[config.mk]
export PLATFORM = sky130hd
export DESIGN_NAME = roi_apb_master_flat
export DESIGN_NICKNAME = d
export VERILOG_FILES = /design/src/rtl/roi_apb_master_if.sv /design/src/rtl/roi_apb_master.sv /design/src/flat_wrapper.sv
export SDC_FILE = /design/constraint.sdc
export NUM_CORES = 1
export LEC_CHECK = 0
export ABC_CLOCK_PERIOD_IN_PS = 1300
export BUFFER_PORTS_ARGS = -buffer_cell sky130_fd_sc_hd__clkbuf_2
export CAP_MARGIN = 10
export CORE_MARGIN = 8
export CORE_UTILIZATION = 43
export CTS_CLUSTER_SIZE = 10
export DETAILED_ROUTE_END_ITERATION = 10
export GPL_TIMING_DRIVEN = 0
export PLACE_DENSITY = 0.87
export SYNTH_ARGS = -nofsm -noshare
export SYNTH_HDL_FRONTEND = slang
export SYNTH_SLANG_ARGS = --single-unit
[constraint.sdc]
create_clock -name clk_i -period 1.3 [get_ports clk_i]
set_clock_uncertainty 0.1 [all_clocks]
set_input_delay 0.325 -clock clk_i [delete_from_list [all_inputs] [get_ports clk_i]]
set_output_delay 0.325 -clock clk_i [all_outputs]
set_load 0.005 [all_outputs]
[src/rtl/roi_apb_master_if.sv]
// Command/response port and APB3 requester bus for roi_apb_master.
// Modport master is the requester side; slave is the command source plus APB completer side.
interface roi_apb_master_if #(
  parameter int unsigned APB_DATA_W = 32,
  parameter int unsigned APB_ADDR_W = 12
);
  logic                  cmd_valid_i;
  logic                  cmd_ready_o;
  logic                  cmd_write_i;
  logic [APB_ADDR_W-1:0] cmd_addr_i;
  logic [APB_DATA_W-1:0] cmd_wdata_i;
  logic                  rsp_valid_o;
  logic [APB_DATA_W-1:0] rsp_rdata_o;
  logic                  rsp_err_o;
  logic                  busy_o;
  logic [APB_ADDR_W-1:0] apb_paddr_o;
  logic [APB_DATA_W-1:0] apb_pwdata_o;
  logic                  apb_pwrite_o;
  logic                  apb_psel_o;
  logic                  apb_penable_o;
  logic [APB_DATA_W-1:0] apb_prdata_i;
  logic                  apb_pready_i;

  modport master (
    input  cmd_valid_i, cmd_write_i, cmd_addr_i, cmd_wdata_i, apb_prdata_i, apb_pready_i,
    output cmd_ready_o, rsp_valid_o, rsp_rdata_o, rsp_err_o, busy_o,
           apb_paddr_o, apb_pwdata_o, apb_pwrite_o, apb_psel_o, apb_penable_o
  );

  modport slave (
    output cmd_valid_i, cmd_write_i, cmd_addr_i, cmd_wdata_i, apb_prdata_i, apb_pready_i,
    input  cmd_ready_o, rsp_valid_o, rsp_rdata_o, rsp_err_o, busy_o,
           apb_paddr_o, apb_pwdata_o, apb_pwrite_o, apb_psel_o, apb_penable_o
  );
endinterface

[src/rtl/roi_apb_master.sv]
// APB3 requester that runs single SETUP/ACCESS transfers for the ROI register slave.
// Optional ACCESS-phase timeout enabled by defining ROI_APB_TIMEOUT_EN.
module roi_apb_master #(
  parameter int unsigned APB_DATA_W     = 32,
  parameter int unsigned APB_ADDR_W     = 12
`ifdef ROI_APB_TIMEOUT_EN
  , parameter int unsigned TIMEOUT_CYCLES = 16
`endif
) (
  input  logic             clk_i,
  input  logic             arst_i,
  roi_apb_master_if.master bus
);

  typedef enum logic [1:0] {S_IDLE, S_SETUP, S_ACCESS} state_t;

  state_t                r_state,       w_state;
  logic                  r_psel,        w_psel;
  logic                  r_penable,     w_penable;
  logic                  r_pwrite,      w_pwrite;
  logic [APB_ADDR_W-1:0] r_paddr,       w_paddr;
  logic [APB_DATA_W-1:0] r_pwdata,      w_pwdata;
  logic                  r_rsp_valid,   w_rsp_valid;
  logic [APB_DATA_W-1:0] r_rsp_rdata,   w_rsp_rdata;

`ifdef ROI_APB_TIMEOUT_EN
  localparam int unsigned WAIT_W = 8;
  logic [WAIT_W-1:0]     r_wait_cnt,    w_wait_cnt;
  logic                  r_rsp_err,     w_rsp_err;
`endif

  // Next-state and next-register values.
  always_comb begin
    w_state     = r_state;
    w_psel      = r_psel;
    w_penable   = r_penable;
    w_pwrite    = r_pwrite;
    w_paddr     = r_paddr;
    w_pwdata    = r_pwdata;
    w_rsp_valid = 1'b0;
    w_rsp_rdata = r_rsp_rdata;
`ifdef ROI_APB_TIMEOUT_EN
    w_wait_cnt  = r_wait_cnt;
    w_rsp_err   = 1'b0;
`endif
    case (r_state)
      S_IDLE: begin
        if (bus.cmd_valid_i) begin
          w_state   = S_SETUP;
          w_psel    = 1'b1;
          w_penable = 1'b0;
          w_pwrite  = bus.cmd_write_i;
          w_paddr   = bus.cmd_addr_i;
          w_pwdata  = bus.cmd_wdata_i;
        end
      end
      S_SETUP: begin
        w_state   = S_ACCESS;
        w_penable = 1'b1;
`ifdef ROI_APB_TIMEOUT_EN
        w_wait_cnt = '0;
`endif
      end
      S_ACCESS: begin
        if (bus.apb_pready_i) begin
          w_state     = S_IDLE;
          w_psel      = 1'b0;
          w_penable   = 1'b0;
          w_rsp_valid = 1'b1;
          w_rsp_rdata = r_pwrite ? '0 : bus.apb_prdata_i;
        end
`ifdef ROI_APB_TIMEOUT_EN
        // Counter holds completed wait cycles; the current one is the last allowed.
        else if (r_wait_cnt == WAIT_W'(TIMEOUT_CYCLES - 1)) begin
          w_state     = S_IDLE;
          w_psel      = 1'b0;
          w_penable   = 1'b0;
          w_rsp_valid = 1'b1;
          w_rsp_err   = 1'b1;
          w_rsp_rdata = '0;
        end else begin
          w_wait_cnt = r_wait_cnt + WAIT_W'(1);
        end
`endif
      end
      default: begin
        w_state   = S_IDLE;
        w_psel    = 1'b0;
        w_penable = 1'b0;
      end
    endcase
  end

  // State and output registers with synchronous reset.
  always_ff @(posedge clk_i) begin
    if (arst_i) begin
      r_state     <= S_IDLE;
      r_psel      <= 1'b0;
      r_penable   <= 1'b0;
      r_pwrite    <= 1'b0;
      r_paddr     <= '0;
      r_pwdata    <= '0;
      r_rsp_valid <= 1'b0;
      r_rsp_rdata <= '0;
`ifdef ROI_APB_TIMEOUT_EN
      r_wait_cnt  <= '0;
      r_rsp_err   <= 1'b0;
`endif
    end else begin
      r_state     <= w_state;
      r_psel      <= w_psel;
      r_penable   <= w_penable;
      r_pwrite    <= w_pwrite;
      r_paddr     <= w_paddr;
      r_pwdata    <= w_pwdata;
      r_rsp_valid <= w_rsp_valid;
      r_rsp_rdata <= w_rsp_rdata;
`ifdef ROI_APB_TIMEOUT_EN
      r_wait_cnt  <= w_wait_cnt;
      r_rsp_err   <= w_rsp_err;
`endif
    end
  end

  assign bus.cmd_ready_o   = (r_state == S_IDLE) & ~arst_i;
  assign bus.busy_o        = (r_state != S_IDLE);
  assign bus.apb_psel_o    = r_psel;
  assign bus.apb_penable_o = r_penable;
  assign bus.apb_pwrite_o  = r_pwrite;
  assign bus.apb_paddr_o   = r_paddr;
  assign bus.apb_pwdata_o  = r_pwdata;
  assign bus.rsp_valid_o   = r_rsp_valid;
  assign bus.rsp_rdata_o   = r_rsp_rdata;
`ifdef ROI_APB_TIMEOUT_EN
  assign bus.rsp_err_o     = r_rsp_err;
`else
  assign bus.rsp_err_o     = 1'b0;
`endif

endmodule

[src/flat_wrapper.sv]
// flat-port wrapper written by rule: the top's interface ports become plain ports
module roi_apb_master_flat 
#(
  parameter int unsigned APB_DATA_W     = 32,
  parameter int unsigned APB_ADDR_W     = 12

)
  (clk_i, arst_i, bus_cmd_valid_i, bus_cmd_write_i, bus_cmd_addr_i, bus_cmd_wdata_i, bus_apb_prdata_i, bus_apb_pready_i, bus_cmd_ready_o, bus_rsp_valid_o, bus_rsp_rdata_o, bus_rsp_err_o, bus_busy_o, bus_apb_paddr_o, bus_apb_pwdata_o, bus_apb_pwrite_o, bus_apb_psel_o, bus_apb_penable_o);
  roi_apb_master_if #(.APB_DATA_W(APB_DATA_W), .APB_ADDR_W(APB_ADDR_W)) bus_i ();
  input  logic clk_i;
  input  logic arst_i;
  input wire logic [$bits(bus_i.cmd_valid_i)-1:0] bus_cmd_valid_i;
  input wire logic [$bits(bus_i.cmd_write_i)-1:0] bus_cmd_write_i;
  input wire logic [$bits(bus_i.cmd_addr_i)-1:0] bus_cmd_addr_i;
  input wire logic [$bits(bus_i.cmd_wdata_i)-1:0] bus_cmd_wdata_i;
  input wire logic [$bits(bus_i.apb_prdata_i)-1:0] bus_apb_prdata_i;
  input wire logic [$bits(bus_i.apb_pready_i)-1:0] bus_apb_pready_i;
  output wire logic [$bits(bus_i.cmd_ready_o)-1:0] bus_cmd_ready_o;
  output wire logic [$bits(bus_i.rsp_valid_o)-1:0] bus_rsp_valid_o;
  output wire logic [$bits(bus_i.rsp_rdata_o)-1:0] bus_rsp_rdata_o;
  output wire logic [$bits(bus_i.rsp_err_o)-1:0] bus_rsp_err_o;
  output wire logic [$bits(bus_i.busy_o)-1:0] bus_busy_o;
  output wire logic [$bits(bus_i.apb_paddr_o)-1:0] bus_apb_paddr_o;
  output wire logic [$bits(bus_i.apb_pwdata_o)-1:0] bus_apb_pwdata_o;
  output wire logic [$bits(bus_i.apb_pwrite_o)-1:0] bus_apb_pwrite_o;
  output wire logic [$bits(bus_i.apb_psel_o)-1:0] bus_apb_psel_o;
  output wire logic [$bits(bus_i.apb_penable_o)-1:0] bus_apb_penable_o;
  assign bus_i.cmd_valid_i = bus_cmd_valid_i;
  assign bus_i.cmd_write_i = bus_cmd_write_i;
  assign bus_i.cmd_addr_i = bus_cmd_addr_i;
  assign bus_i.cmd_wdata_i = bus_cmd_wdata_i;
  assign bus_i.apb_prdata_i = bus_apb_prdata_i;
  assign bus_i.apb_pready_i = bus_apb_pready_i;
  assign bus_cmd_ready_o = bus_i.cmd_ready_o;
  assign bus_rsp_valid_o = bus_i.rsp_valid_o;
  assign bus_rsp_rdata_o = bus_i.rsp_rdata_o;
  assign bus_rsp_err_o = bus_i.rsp_err_o;
  assign bus_busy_o = bus_i.busy_o;
  assign bus_apb_paddr_o = bus_i.apb_paddr_o;
  assign bus_apb_pwdata_o = bus_i.apb_pwdata_o;
  assign bus_apb_pwrite_o = bus_i.apb_pwrite_o;
  assign bus_apb_psel_o = bus_i.apb_psel_o;
  assign bus_apb_penable_o = bus_i.apb_penable_o;
  roi_apb_master #(.APB_DATA_W(APB_DATA_W), .APB_ADDR_W(APB_ADDR_W)) u_core (.clk_i(clk_i), .arst_i(arst_i), .bus(bus_i));
endmodule
==> qor.csv, run 1 <==
stage,metric,value,unit
finish,share of layout cells above drive strength 1,41.35,%
synth,Syn Nets,436,
pwr,VDD IR max,0.0005922,V
synth,synth cell count leaders,"nand2b_1 (122), dfxtp_1 (81), mux2i_1 (77)",
synth,synthesized area,0.003756,mm²
critical_path,CP Capture Type,flip-flop,
die,Rows,34,
pwr,Leakage,2.367,nW
critical_path,WP buf/inv,4,
timing,min setup slack post-route,-202.4,ps
drt,detailed-route via count,3105,
synth,Async SR Flop Fraction,0,%
cts,Clock Tree Root,clkbuf_8,
drt,final wirelength,10290,µm
finish,fin area,0.005244,mm²
synth,register area share after synthesis,43.17,%
critical_path,Slowest Stage Delay on Critical Path,360,ps
synth,most common cell in the netlist,nand2b_1,
synth,Syn. warnings,0,
global_route,initial antenna violation count,0,
die,die area,0.01198,mm²
critical_path,worst path arrival time,1660,ps
drt,Vias/cell,4.726,
synth,Post-Syn Area per Cell,10.58,µm²
run_status,status,finished with violations,
synth,post-synth top area share,43.17,%
finish,footprint of the multi-input gates,0.001934,mm²
synth,post-synth top area cell,dfxtp_1,
critical_path,Startpoint Class,flip-flop,
timing,Worst slew margin,63.58,%
cts,maximum root-to-sink buffer count,2,
finish,Non-Filler Instances,657,
synth,Yosys cell types,21,
critical_path,flop-to-flop setup slack,-200,ps
global_route,largest net degree at the start of global routing,14,
hold_path,Hold WC Path Type,in -> reg,
die,Starting Density,43.71,%
drt,residual DRC count,0,
timing,final setup violation count,83,
synth,"EDFF count, synth",0,
critical_path,WP data required,1460,ps
synth,cells after synthesis,355,
cts,Worst-path clk slew,90,ps
cts,H-tree depth,3,
finish,FF/Latch Area,0.001635,mm²
synth,Yosys reg bits,81,
pwr,Power Density,1010,mW/mm²
pwr,total power,5.298,mW
drt,Initial DRT Pass Iterations,4,
run,max_cap viols,0,
placement,pre-CTS setup slack,-168.2,ps
synth,"top cells by area, synth","dfxtp_1 (43%), mux2i_1 (21%), nand2b_1 (20%), or3b_1 (6.5%), buf_6 (2.4%)",
critical_path,"Critical Path, Cell by Cell","buf_6, nor3b_4, buf_6, buf_12, buf_12, mux2i_2",
run_status,failing checks,negative setup slack,
die,Die Wd,109.5,µm
timing,Final Hold Vio Count,0,
finish,Final Net Count,626,
global_route,global-route wire length before repair,15700,µm
timing,unrepaired setup endpoints after global routing,yes,
global_route,GRT Overall Usage,16.52,%
finish,filler instances,720,
finish,n_diodes,0,
critical_path,CP Class,reg -> reg,
finish,Syn-to-layout area delta,39.61,%
placement,routability cong.,0.7422,
timing,fin crit share,115.6,%
timing,min Tclk post-route,1502,ps
global_route,grt ovf,0,
placement,Port Buf Inserts,161,
placement,Placed Cells,624,
drt,drt wl/cell,15.66,µm
placement,Post-DP HPWL,7496,µm
timing,worst slew pin tran,546.4,ps
die,die span in y,109.5,µm
cts,clock latency on the worst-skew pair,330,ps
placement,Placed Area,0.004697,mm²
synth,top_reg_cell synth,dfxtp_1,
critical_path,"Max FO, Critical Path",8,
cts,"Hold-fix buffers, CTS",0,
global_route,vias in the first global route,3213,
die,core area,0.008593,mm²
die,I/O Pins,164,
cts,CTS tree,built,
drt,remaining antenna violation count,0,
timing,count of final max-slew check failures,0,
critical_path,Crit-path slowest cell,dfxtp_4,
timing,fmax,0.6656,GHz
critical_path,cell family with most CP delay,buffers and inverters,
cts,clk sinks,81,
drt,drt initial violations,120,
cts,CTS buffer count,9,
==> cells in the final DEF, fill, tap and decap left out, types with 2 or more instances in the layout <==
cell type / instances
buf_6: 17
dfxtp_2: 2
clkbuf_2: 158
buf_4: 4
clkbuf_16: 4
dfxtp_4: 3
or3b_1: 28
mux2i_2: 2
clkbuf_1: 15
nand2b_1: 122
buf_12: 8
mux2i_1: 75
or3b_2: 5
buf_2: 2
clkbuf_8: 10
dfxtp_1: 76
clkinv_2: 3
==> worst min-delay path, stage by stage <==
cell and delay [ps]:
clkbuf_2 80, nand2b_1 60, mux2i_1 60
==> area by class of cell <==
type / instances / share of cell area (%)
Clock buffer: 10 / 2.625
Tap cell: 108 / 2.577
Inverter: 1 / 0.07158
Sequential cell: 81 / 31.19
Buffer: 29 / 4.939
Clock inverter: 5 / 0.5965
Multi-Input combinational cell: 243 / 36.89
Timing Repair Buffer: 180 / 21.12
==> power breakdown <==
group	total, mW	leakage, nW	switching (mW)	internal, mW
Clock	1.64	0.0883	0.911	0.733
Combinational	0.970	1.61	0.394	0.576
Sequential	2.68	0.665	0.0763	2.61
==> registers in the layout, indices dropped and copies added, names as in the netlist <==
register,cells
u_core.bus.rsp_valid_o,1
u_core.bus.apb_psel_o,1
u_core.bus.apb_pwdata_o,32
u_core.r_state,2
u_core.bus.apb_pwrite_o,1
u_core.bus.apb_paddr_o,12
u_core.bus.rsp_rdata_o,32
==> cell families (layout without fill, tap and decap cells) <==
| kind of cell | Yosys count | count (layout) | synth area share, % |
|---|---|---|---|
| compound gates | 3 | 3 | 0.5327 |
| buf+inv | 31 | 225 | 6.262 |
| flops | 81 | 81 | 43.17 |
| mux | 77 | 77 | 20.52 |
| other cells | 1 | 1 | 0.09984 |
| simple gates | 162 | 162 | 29.41 |
==> what timing repair did <==
item                                    in CTS  in global routing
pin swaps                                    2                  4
setup buffers                               11                  4
resized for setup                           28                 17
endpoints found under the setup margin      73                 85
cloned                                       3                  4
==> layer usage <==
layer / vias to the layer above / global-route usage (%) / routed length (µm)
li1: 1544 / - / -
met1: 1439 / 18.94 / 4219
met2: 109 / 28.21 / 5011
met3: 13 / 5.569 / 904
met4: 0 / 5.497 / 152
met5: - / 0 / 0
==> through the flow <==
| step | hold WS, ps | TNS, ps | util (%) |
|---|---|---|---|
| final | 120.8 | -9711 | 61.02 |
| after global routing | 95.25 | -14190 | 61.02 |
| after CTS | 104.5 | -9659 | 59.74 |
| after detailed placement | 361.6 | -5370 | 54.66 |
| after global placement | 357.5 | -3340 | 54.66 |
| after floorplan | 350.8 | 0 | - |
==> final timing paths <==
path,start,endpoint,cells after the start
worst max-delay path,u_core.r_state[0]$_SDFFE_PP0P_,u_core.bus.apb_pwdata_o[23]$_SDFFE_PP0P_,6
worst max register to register,u_core.r_state[0]$_SDFFE_PP0P_,u_core.bus.apb_pwdata_o[23]$_SDFFE_PP0P_,6
worst min-delay path,bus_cmd_wdata_i[19],u_core.bus.apb_pwdata_o[19]$_SDFFE_PP0P_,3
worst min register to register,u_core.bus.apb_paddr_o[0]$_SDFFE_PP0P_,u_core.bus.apb_paddr_o[0]$_SDFFE_PP0P_,2
Note: power is estimated with default switching activity, not from simulation.
==> run 2, diff against run 1 <==
--- a/config.mk
+++ b/config.mk
@@ -9,3 +9,3 @@
 export BUFFER_PORTS_ARGS = -buffer_cell sky130_fd_sc_hd__clkbuf_2
-export CAP_MARGIN = 10
+export CAP_MARGIN = 20
 export CORE_MARGIN = 8
@@ -15,3 +15,3 @@
 export GPL_TIMING_DRIVEN = 0
-export PLACE_DENSITY = 0.87
+export PLACE_DENSITY = 0.76
 export SYNTH_ARGS = -nofsm -noshare
==> constraint.sdc (replaced) <==
create_clock -name clk_i -period 1.3 [get_ports clk_i]
set_clock_uncertainty 0.1 [all_clocks]
set_input_delay 0.26 -clock clk_i [delete_from_list [all_inputs] [get_ports clk_i]]
set_output_delay 0.26 -clock clk_i [all_outputs]
set_load 0.005 [all_outputs]
==> run 2 against run 1 <==
The flow still finishes with violations (negative setup slack); maximum frequency up 5.9%; die area unchanged; sequential power about the same; combinational power down 6.2%; wire length down 0.80%; highest routed layer unchanged.
==> qor.csv, run 2 (synthesized netlist as in run 1, its figures left out) <==
stage,metric,value,unit,change
finish,Util after Layout,60.19,%,-0.83 points
die,Die Wd,109.5,µm,unchanged
pwr,VDD IR max,0.0005839,V,-1.4%
hold_path,Hold WC Path Type,in -> reg,,
placement,pre-CTS setup slack,-149.2,ps,+19.06 ps
drt,Vias/cell,4.728,,about the same
die,die span in y,109.5,µm,unchanged
timing,min setup slack post-route,-118.6,ps,+83.83 ps
global_route,vias in the first global route,3324,,+3.5%
die,Rows,34,,unchanged
finish,share of layout cells above drive strength 1,40.22,%,-1.1 points
run_status,status,finished with violations,,
die,Starting Density,43.71,%,unchanged
placement,routability cong.,0.7475,,+0.71%
critical_path,Startpoint Class,flip-flop,,
timing,fin crit share,109.1,%,-6.4 points
cts,clock latency on the worst-skew pair,330,ps,about the same
global_route,global-route wire length before repair,16030,µm,+2.1%
drt,residual DRC count,0,,unchanged
critical_path,CP Capture Type,output port,,
finish,n_diodes,0,,unchanged
finish,"commonest non-fill, non-tap cell in the layout",clkbuf_2,,
finish,footprint of the multi-input gates,0.001929,mm²,-0.26%
hold_path,hold path cells,3,,unchanged
drt,detailed-route via count,3097,,-0.26%
drt,final wirelength,10200,µm,-0.80%
cts,CTS buffer count,9,,unchanged
drt,drt initial violations,104,,-13%
global_route,initial antenna violation count,0,,unchanged
die,I/O Pins,164,,unchanged
timing,setup TNS,-4551,ps,+5160 ps
placement,Placed Cells,624,,unchanged
timing,min Tclk post-route,1419,ps,-83.83 ps
timing,Worst slew margin,66.18,%,+2.6 points
cts,"Hold-fix buffers, CTS",0,,unchanged
global_route,largest net degree at the start of global routing,14,,unchanged
finish,Non-Filler Instances,655,,-0.30%
placement,Port Buf Inserts,161,,unchanged
timing,unrepaired setup endpoints after global routing,yes,,
global_route,grt ovf,0,,unchanged
critical_path,CP Class,reg -> out,,
critical_path,WP data required,940,ps,-520 ps
finish,Syn-to-layout area delta,37.71,%,
critical_path,worst r2r path cells,5,,-1
timing,count of final max-slew check failures,0,,unchanged
timing,Final Hold Vio Count,0,,unchanged
run,max_cap viols,0,,unchanged
cts,maximum root-to-sink buffer count,2,,unchanged
pwr,Power Density,1052,mW/mm²,+4.1%
critical_path,"Max FO, Critical Path",5,,-3
finish,FF/Latch Area,0.001630,mm²,-0.31%
drt,remaining antenna violation count,0,,unchanged
pwr,Leakage,2.338,nW,-1.3%
global_route,GRT Overall Usage,16.88,%,+0.36 points
cts,Clock Tree Root,clkbuf_8,,
critical_path,worst path arrival time,1060,ps,-600 ps
die,die area,0.01198,mm²,unchanged
drt,drt wl/cell,15.58,µm,-0.49%
run_status,failing checks,negative setup slack,,
timing,fmax,0.7049,GHz,+5.9%
timing,worst slew pin tran,507.3,ps,-39.11 ps
die,core area,0.008593,mm²,unchanged
finish,most frequent cells in the layout,"clkbuf_2 (161), nand2b_1 (122), dfxtp_1 (78)",,
cts,H-tree depth,3,,unchanged
placement,Post-DP HPWL,7602,µm,+1.4%
timing,final setup violation count,70,,-16%
finish,Final Net Count,623,,-0.48%
cts,clk sinks,81,,unchanged
cts,CTS tree,built,,
drt,Initial DRT Pass Iterations,4,,unchanged
finish,filler instances,780,,+8.3%
cts,Worst-path clk slew,90,ps,about the same
==> run 2: changes by cell type in the layout (fill, tap and decap cells not counted), sizes merged <==
cell and delta:
bufinv +1, clkinv -3, clkinvlp +2, inv -1
clkbuf +2, buf -3
==> run 2: path summary, 6_finish.rpt <==
check | startpoint | end | slack (ps)
setup / recovery | u_core.r_state[1]$_SDFFE_PP0P_ | bus_busy_o | -120
setup reg to reg | u_core.r_state[1]$_SDFFE_PP0P_ | u_core.bus.apb_pwdata_o[12]$_SDFFE_PP0P_ | -110
hold reg to reg | u_core.bus.rsp_rdata_o[21]$_SDFFE_PP0P_ | u_core.bus.rsp_rdata_o[21]$_SDFFE_PP0P_ | 370
hold / removal | bus_cmd_addr_i[5] | u_core.bus.apb_paddr_o[5]$_SDFFE_PP0P_ | 60
==> run 2: area by class of cell <==
type | count | area share, %
well taps | 108 | 2.612
flip-flops and latches | 81 | 31.52
clock inverters | 4 | 1.016
clock buffers | 12 | 2.806
inverters | 1 | 0.07257
multi-input cells | 243 | 37.30
repair buffers | 178 | 20.20
plain buffers | 28 | 4.475
==> run 2: per-stage QoR <==
| stage | cell area, µm² | hold slack [ps] | power (mW) |
|---|---|---|---|
| 2_1_floorplan | 3756 | 285.8 | 3.202 |
| 3_3_place_gp | 4697 | 356.7 | 3.539 |
| 3_5_place_dp | 4697 | 364.5 | 3.564 |
| 4_1_cts | 5104 | 43.66 | 5.478 |
| 5_1_grt | 5172 | 35.88 | 5.711 |
| 6_report | 5172 | 58.92 | 5.442 |
==> run 2: timing repair <==
item / in CTS / in global routing
gates cloned: 2 / 2
buffers inserted: 10 / 4
pin swaps: 2 / 1
resized for setup: 21 / 9
endpoints found under the setup margin: 74 / 80
==> run 2: layer usage <==
layer | vias up | GRT usage (%) | wire length [µm]
li1 | 1539 | - | -
met1 | 1456 | 18.70 | 4143
met2 | 95 | 29.89 | 5110
met3 | 7 | 5.100 | 820
met4 | 0 | 5.979 | 129
met5 | - | 0 | 0
==> run 2: report_power, final <==
group          internal, mW  leakage, nW  switching [mW]  total [mW]
clock network         0.943       0.0888           0.901        1.84
registers              2.61        0.663          0.0797        2.69
logic                 0.534         1.59           0.376       0.910
==> run 2: critical path, cell delays in order, from the launching register on <==
cell      delay, ps
dfxtp_4         370
or2_4           240
clkbuf_2        120
==> run 3, diff against run 2 <==
Settings changed: ABC_CLOCK_PERIOD_IN_PS 1300 to 1500, CORE_UTILIZATION 43 to 48, PLACE_DENSITY 0.76 to 0.81.
Clock period 1.3 ns to 1.5 ns, I/O delays scaled along.
==> run 3 against run 2 <==
The run now ends clean; register-to-register slack better by 180 ps; sequential cell count unchanged; via count down 3.0%; critical path type unchanged; largest power group unchanged.
==> qor.csv, run 3 (synthesized netlist as in run 1, its figures left out) <==
stage,metric,value,unit,change
run_status,status,"finished, final reports clean",,
die,core area,0.007647,mm²,-11%
timing,final setup violation count,0,,-100%
pwr,Leakage,2.257,nW,-3.5%
critical_path,"Max FO, Critical Path",4,,-1
finish,Non-Filler Instances,636,,-2.9%
placement,Port Buf Inserts,161,,unchanged
timing,min Tclk post-route,1474,ps,
hold_path,Hold Path End,u_core.bus.apb_pwdata_o[14]$_SDFFE_PP0P_,,
global_route,vias in the first global route,3261,,-1.9%
critical_path,WP data required,1100,ps,+160 ps
placement,Placed Area,0.004690,mm²,-0.16%
finish,Final Net Count,610,,-2.1%
finish,n_diodes,0,,unchanged
global_route,global-route wire length before repair,16170,µm,+0.90%
timing,min setup slack post-route,26.24,ps,+144.8 ps
critical_path,flop-to-flop setup slack,70,ps,+180 ps
drt,detailed-route via count,3005,,-3.0%
die,Rows,32,,-5.9%
critical_path,worst r2r dst,u_core.bus.rsp_rdata_o[30]$_SDFFE_PP0P_,,
cts,Worst-path clk slew,90,ps,about the same
global_route,initial antenna violation count,0,,unchanged
drt,Initial DRT Pass Iterations,4,,unchanged
die,die span in y,104.5,µm,-4.6%
cts,Clock Tree Root,clkbuf_8,,
global_route,largest net degree at the start of global routing,14,,unchanged
cts,maximum root-to-sink buffer count,2,,unchanged
critical_path,worst r2r path cells,5,,unchanged
finish,footprint of the multi-input gates,0.001913,mm²,-0.84%
critical_path,"Critical Path, Cell by Cell","or2_4, buf_6",,
critical_path,CP Class,reg -> out,,
cts,clk sinks,81,,unchanged
cts,CTS tree,built,,
timing,count of final max-slew check failures,0,,unchanged
cts,"Hold-fix buffers, CTS",0,,unchanged
finish,FF/Latch Area,0.001629,mm²,about the same
finish,Util after Layout,65.12,%,+4.9 points
cts,clock latency on the worst-skew pair,350,ps,+20 ps
critical_path,Slowest Stage Delay on Critical Path,370,ps,about the same
pwr,total power,4.999,mW,-8.2%
critical_path,Crit-path slowest cell,dfxtp_4,,
drt,remaining antenna violation count,0,,unchanged
placement,pre-CTS setup slack,24.93,ps,+174.1 ps
global_route,GRT Overall Usage,18.01,%,+1.1 points
die,I/O Pins,164,,unchanged
die,Starting Density,49.12,%,+5.4 points
pwr,Power Density,1004,mW/mm²,-4.6%
finish,filler instances,668,,-14%
finish,share of layout cells above drive strength 1,38.01,%,-2.2 points
hold_path,Hold WC Path Type,in -> reg,,
cts,CTS buffer count,9,,unchanged
pwr,VDD IR max,0.0005137,V,-12%
run,max_cap viols,0,,unchanged
die,die area,0.01091,mm²,-8.9%
finish,Syn-to-layout area delta,32.58,%,
drt,final wirelength,9882,µm,-3.2%
timing,unrepaired setup endpoints after global routing,yes,,
timing,fmax,0.6785,GHz,
timing,setup TNS,0,ps,+4551 ps
critical_path,CP Capture Type,output port,,
timing,fin crit share,98.25,%,
drt,residual DRC count,0,,unchanged
placement,Placed Cells,618,,-0.96%
placement,routability cong.,0.7755,,+3.7%
drt,drt initial violations,66,,-37%
critical_path,WP buf/inv,1,,unchanged
timing,Final Hold Vio Count,0,,unchanged
placement,Post-DP HPWL,7512,µm,-1.2%
finish,most frequent cells in the layout,"clkbuf_2 (160), nand2b_1 (122), dfxtp_1 (79)",,
timing,Worst Hold Slack,83.16,ps,+24.24 ps
critical_path,Startpoint Class,flip-flop,,
hold_path,hold path cells,3,,unchanged
drt,Vias/cell,4.725,,about the same
global_route,grt ovf,0,,unchanged
drt,drt wl/cell,15.54,µm,-0.26%
finish,"commonest non-fill, non-tap cell in the layout",clkbuf_2,,
finish,fin area,0.004980,mm²,-3.7%
critical_path,worst path arrival time,1070,ps,about the same
critical_path,cell family with most CP delay,flip-flops,,
hold_path,min-delay src,bus_cmd_wdata_i[14],,
die,Die Wd,104.5,µm,-4.6%
critical_path,R2R Path Start,u_core.r_state[0]$_SDFFE_PP0P_,,
cts,H-tree depth,3,,unchanged
[run 3: worst max-delay path by stage]
stage                                              start                                       end  slack (ps)  depth (start not counted)
after floorplan           u_core.r_state[1]$_SDFFE_PP0P_   u_core.bus.apb_paddr_o[10]$_SDFFE_PP0P_         270                          4
after global placement    u_core.r_state[1]$_SDFFE_PP0P_    u_core.bus.apb_paddr_o[4]$_SDFFE_PP0P_         150                          4
after detailed placement  u_core.r_state[1]$_SDFFE_PP0P_  u_core.bus.apb_pwdata_o[17]$_SDFFE_PP0P_          20                          4
after CTS                 u_core.r_state[0]$_SDFFE_PP0P_                                bus_busy_o           9                          2
after global routing      u_core.r_state[0]$_SDFFE_PP0P_                                bus_busy_o          -7                          2
final                     u_core.r_state[0]$_SDFFE_PP0P_                                bus_busy_o          30                          2
[run 3: power by group]
| group | switching [mW] | internal (mW) |
|---|---|---|
| logic | 0.309 | 0.405 |
| registers | 0.0684 | 2.26 |
| clock network | 0.805 | 1.15 |
[run 3: area by class of cell]
type,instances,share of cell area [%]
plain buffers,30,4.724
repair buffers,163,16.61
well taps,102,2.563
flip-flops and latches,81,32.71
clock inverters,5,2.060
multi-input cells,243,38.42
inverters,1,0.07538
clock buffers,11,2.839
[run 3: what timing repair did]
item,4_1_cts,5_1_grt
endpoints found under the setup margin,3,4
resized for setup,4,5
pin swaps,0,2
setup buffers,1,1
gates cloned,0,0
hold endpoints to repair,0,0
[run 3: metal layers]
| metal | global-route usage (%) | wire (µm) |
|---|---|---|
| met3 | 5.824 | 695 |
| met2 | 30.33 | 4725 |
| met1 | 20.39 | 4280 |
| met5 | 0 | 0 |
| met4 | 7.653 | 181 |
[run 3: worst reg2reg max path: stages (launching register included)]
cell     delay, ps
dfxtp_4        370
buf_4          150
and3b_1        220
buf_6          160
buf_12         160
mux2i_1        210
